File: src/rtl/gate_check_sat_counter.sv
// Up-counter that clears synchronously and sticks at its all-ones value
// instead of wrapping.
module gate_check_sat_counter #(
   parameter int W = 8
) (
   input  logic         clk,
   input  logic         rst_n,
   input  logic         clr,
   input  logic         inc,
   output logic [W-1:0] q
);

   function automatic logic [W-1:0] sat_inc(input logic [W-1:0] v);
      if (v == {W{1'b1}})
         return v;
      return v + W'(1);
   endfunction

   always_ff @(posedge clk or negedge rst_n) begin
      if (!rst_n)
         q <= '0;
      else if (clr)
         q <= '0;
      else if (inc)
         q <= sat_inc(q);
   end

endmodule

File: config.mk
export PLATFORM = sky130hd
export DESIGN_NAME = gate_check_sat_counter
export DESIGN_NICKNAME = d
export VERILOG_FILES = /design/src/rtl/gate_check_sat_counter.sv
export SDC_FILE = /design/constraint.sdc
export NUM_CORES = 1
export LEC_CHECK = 0
export ABC_AREA = 1
export CORE_AREA = 5 5 42 44
export DETAILED_ROUTE_END_ITERATION = 12
export DIE_AREA = 0 0 47 49
export PLACE_DENSITY_LB_ADDON = 0.3
export SLEW_MARGIN = 30
export SYNTH_ARGS = -nofsm -noshare
export SYNTH_HDL_FRONTEND = slang
export SYNTH_SLANG_ARGS = --single-unit
File: constraint.sdc
create_clock -name clk -period 3.9 [get_ports clk]
set_input_delay 0.78 -clock clk [delete_from_list [all_inputs] [get_ports clk]]
set_output_delay 0.78 -clock clk [all_outputs]
set_load 0.02 [all_outputs]
== Word-level counts from Yosys, hierarchy flattened ==
Index checks and enable logic that the tools add are counted.
W data, S select, Z words.

* $add $sub $neg: 1
* Equal/unequal tests: 2
* Reductions and logical operators: 2
* Multiplexer cells: 6

{| class="wikitable"
|+ Operators by type and width
! cell !! count
|-
| $mux W8 || 3
|-
| $add A8 B1 Y8 const B || 1
|-
| $eq A8 B8 Y1 const B || 1
|-
| $mux W1 || 3
|-
| $ne A3 B3 Y1 const B || 1
|-
| $reduce_and A2 Y1 || 1
|-
| $reduce_bool A2 Y1 || 1
|}

* Word-level logic and storage cells: 12
* Output and inout bits: 8
* Bits of input ports: 4
* Register bits: 8

== Longest topological paths before layout ==
* Depth after elaboration: 7
* Gate-level depth with buffers: 8
* Gate-level depth less buffers: 8

== Worst setup path after synthesis ==
No wires, ideal clock.

* Path type: register to register
* Start: reg q[0]
* End: reg q[7]
* Arrival time: 1.303 ns
* Clock period less this slack: 1.416 ns
* Required time: 3.787 ns
* Slack: 2.484 ns
* Stages on the path, launching flop included: 8
* Setup time: 0.113 ns
* Path buffers: 0
* Path through: dfrtp_1 > ha_1 > nand2_2 > nor2_2 > a21oi_1 > nand3_1 > nand2_1 > inv_1

* Word-level cells in the longest chain between the ends: 6
* Elaborated cells between the ends (all ways): 10
* Those cells by class: 1 x add/sub; 2 x eq/ne; 6 x mux; 1 x reduce/logical

{| class="wikitable"
|+ RTL lines
! element !! line !! source
|-
| start: declaration || 10 || <nowiki>output logic [W-1:0] q</nowiki>
|-
| start signal: assignment || 25 || <nowiki>q <= sat_inc(q);</nowiki>
|-
| branches (longest 6 deep; another with $add A8 B1 Y8) || -- ||
|}

Parallel ways; which one is timed is not known. The select of a mux whose other input is x is not followed.
A chain may end at the register's enable or synchronous reset.

== Worst setup path after layout ==
* Start: reg q[5]
* End: out q[5]

No word-level cell between the ends.

==> results.md <==
- Status: finished clean
- Antenna violations before repair: 0
- Internal Power: 0.000131 W
- Post-Synth Adder-Cell Area: 2.50%
- Routed wire length: 1.13 mm
- Unrepaired setup endpoints after global routing: no
- Largest family of logic cells by synthesized area: simple AND/OR/NAND/NOR gates
- Antenna viol nets, final: 0
- Post-CTS sizing: 0
- Total CTS buffers: 3
- MaxCap Viol Count: 0
- CP Class: register to output port
- Bufs and invs on worst path: 1
- Clk slew on worst S/H paths: 0.06 ns
- I/O Buffers: 11
- Max FFs per register: 8
- First-pass GRT wire length: 2.01 mm
- Final Hold Viols: 0
- Crit Path Max Fanout: 7
- ANT cells: 0
- Cell variety after synth: 17
- Top reg by flops: q
- Total power per unit cell area: 271 mW/mm²
- Critical R2R Launch: q[0]
- Post-Synth Simple-Gate Area: 37.0%
- Hold path startpoint: q[4]
- Fillers: 145
- Seq/Total Area, Yosys: 40.0%
- Startpoint Class: register
- Post-synth EDFFs: 0
- Largest registers: q x8
- Root buffer cell: clkbuf_4
- Setup tns final: 0 ns
- Switch share: 25.8%
- Nets: 91
- Avg Synthesized Cell Area: 7.15 µm²
- Synth Area in Compound Gates: 11.3%
- Multi-input logic area: 263 µm²
- HPWL Detailed: 865 µm
- Hold buffers post-CTS: 0
- Skew final: 0.00537 ns
- Core area: 0.00140 mm²
- IO Pins: 12
- Slew margin rel.: 74.6%
- Worst Tran Pin Value: 0.380 ns
- Clock Path Buffers: 2
- Gr usage total: 12.2%
- Worst min path class: register to register
- Num rows: 14
- Final setup vio count: 0
- Detailed Route Iter0 Violations: 12
- TritonCTS clock tree: built
- CTS Sinks: 8
- Highest routed metal layer: met4
- P_sw: 0.0000455 W
- Most frequent cells in the layout: 20 x nand2_1, 11 x clkdlybuf4s50_1, 10 x nand3_1, 9 x inv_1, 8 x dfrtp_1
- Max incr delay on CP: 0.65 ns
- Synthesized Nets: 75
- Area delta synth->final: 30.5%
- Final Non-Filler Cells: 100
- Vias in the first global route: 468
- RePlAce Congestion: 0.762
- Power share of the sequential group: 50.0%
- Logic pwr share: 14.1%
- FF-to-FF setup slack: 2.42 ns
- Synth warn: 0
- H-tree Lvls: 1
- FF-to-FF path depth: 7
- Dpl cells: 97
- Post-Syn Area: 500 µm²
- Final hold slack: 0.566 ns
- Peak supply drop: 0.140 mV
- F_max: 471 MHz
- Initial Util: 35.7%
- Hold Path Sink: q[4]
- Die area: 0.00230 mm²
- Worst r2r dst: q[7]
- Post-route cell area: 653 µm²
- Syn Inst Count: 70
- Drt first pass iters: 4
- Max-slew violations: 0
- Worst-Skew Late Latency: 0.25 ns
- Mux share of post-synthesis cell area: 0%
- CP top delay family: buffers and inverters
- WL met1: 493 µm
- Layout cells sized above 1: 10.7%
- Post-DP Area: 631 µm²
- WL/cell: 11.3 µm
- Post-synth ARST share: 100%
- Met3 WL post-DR: 60 µm
- Leak pwr: 0.310 nW
- Commonest non-fill, non-tap cell in the layout: nand2_1
- Top FF cell, synth: dfrtp_1
- Crit-path cells: clkdlybuf4s50_1
- Crit-path slowest cell: clkdlybuf4s50_1
- Largest net degree at the start of global routing: 10
- GRT overflow: 0
- Die H: 49 µm
- DRC: 0
- Post-CTS Setup Bufs: 0
- Clock period minus worst slack: 2.13 ns
- XOR/XNOR Fraction of Synth Area: 1.75%
- Register bit total from synthesis: 8
- Vias: 504
- Worst Setup End Kind: output port
- Storage cell area: 200 µm²
- Worst Hold Depth: 2
- Via density: 5.04
- Fin crit share: 54.5%
- Total power: 0.000177 W
- Crit path DAT: 1.35 ns
- Worst endpoint required time: 3.12 ns
- Clock power share: 35.9%
- WL met2: 544 µm
- Die W: 47 µm
==> metal layers <==
layer / vias to the layer above / GRT usage, %
met1: 233 / 15.7
met4: 0 / 8.29
met3: 4 / 3.32
met2: 13 / 17.0
li1: 254 / -
met5: - / 0
==> tightest hold or removal path: stages (launching register included) <==
cell	delay, ns
dfrtp_1	0.40
nand2_1	0.06
o21ai_0	0.07
==> stage by stage <==
stage	utilization [%]	worst slack (ns)
2_1_floorplan	-	2.48
3_3_place_gp	45.0	1.88
3_5_place_dp	45.0	1.88
4_1_cts	46.6	1.76
5_1_grt	46.6	1.72
6_report	46.6	1.77
==> how the worst max path moves through the flow <==
stage / start / endpoint / slack (ns) / cells past startpoint
2_1_floorplan: q[0] / q[7] / 2.48 / 7
3_3_place_gp: clr / q[3] / 1.88 / 7
3_5_place_dp: clr / q[3] / 1.88 / 7
4_1_cts: q[5] / q[5] / 1.76 / 1
5_1_grt: q[5] / q[5] / 1.72 / 1
6_report: q[5] / q[5] / 1.77 / 1
==> cells by family (layout without fill, tap and decap cells) <==
family                   Yosys count  count (layout)
AO/OA/AOI/OAI                      9               9
XOR/XNOR                           1               1
adder cells (fa/ha/maj)            1               1
buffers and inverters             10              24
flip-flops                         8               8
AND/OR/NAND/NOR                   41              41
==> Yosys cell counts, types with 2 or more instances <==
cell type | count | area share (%)
nand3_1 | 10 | 10
inv_1 | 9 | 6.7
nand2_1 | 20 | 15
nor2_1 | 7 | 5.3
o21bai_1 | 2 | 3.0
a21oi_1 | 3 | 3.0
o21ai_0 | 2 | 2.0
dfrtp_1 | 8 | 40
==> layout make-up <==
cell class	count	area share, %
Sequential cell	8	30.7
Timing Repair Buffer	11	16.9
Multi-Input combinational cell	52	40.2
Clock buffer	3	3.45
Inverter	10	5.75
Tap cell	16	3.07
==> power groups by stage <==
stage / sequential [W] / clock (W) / combinational, W
floorplan: 0.0000924 / 0 / 0.0000100
global placement: 0.0000899 / 0 / 0.0000254
detailed placement: 0.0000898 / 0 / 0.0000253
CTS: 0.0000884 / 0.0000647 / 0.0000255
global route: 0.0000888 / 0.0000685 / 0.0000275
finish: 0.0000884 / 0.0000634 / 0.0000249
(Power assumes the default switching activity.)
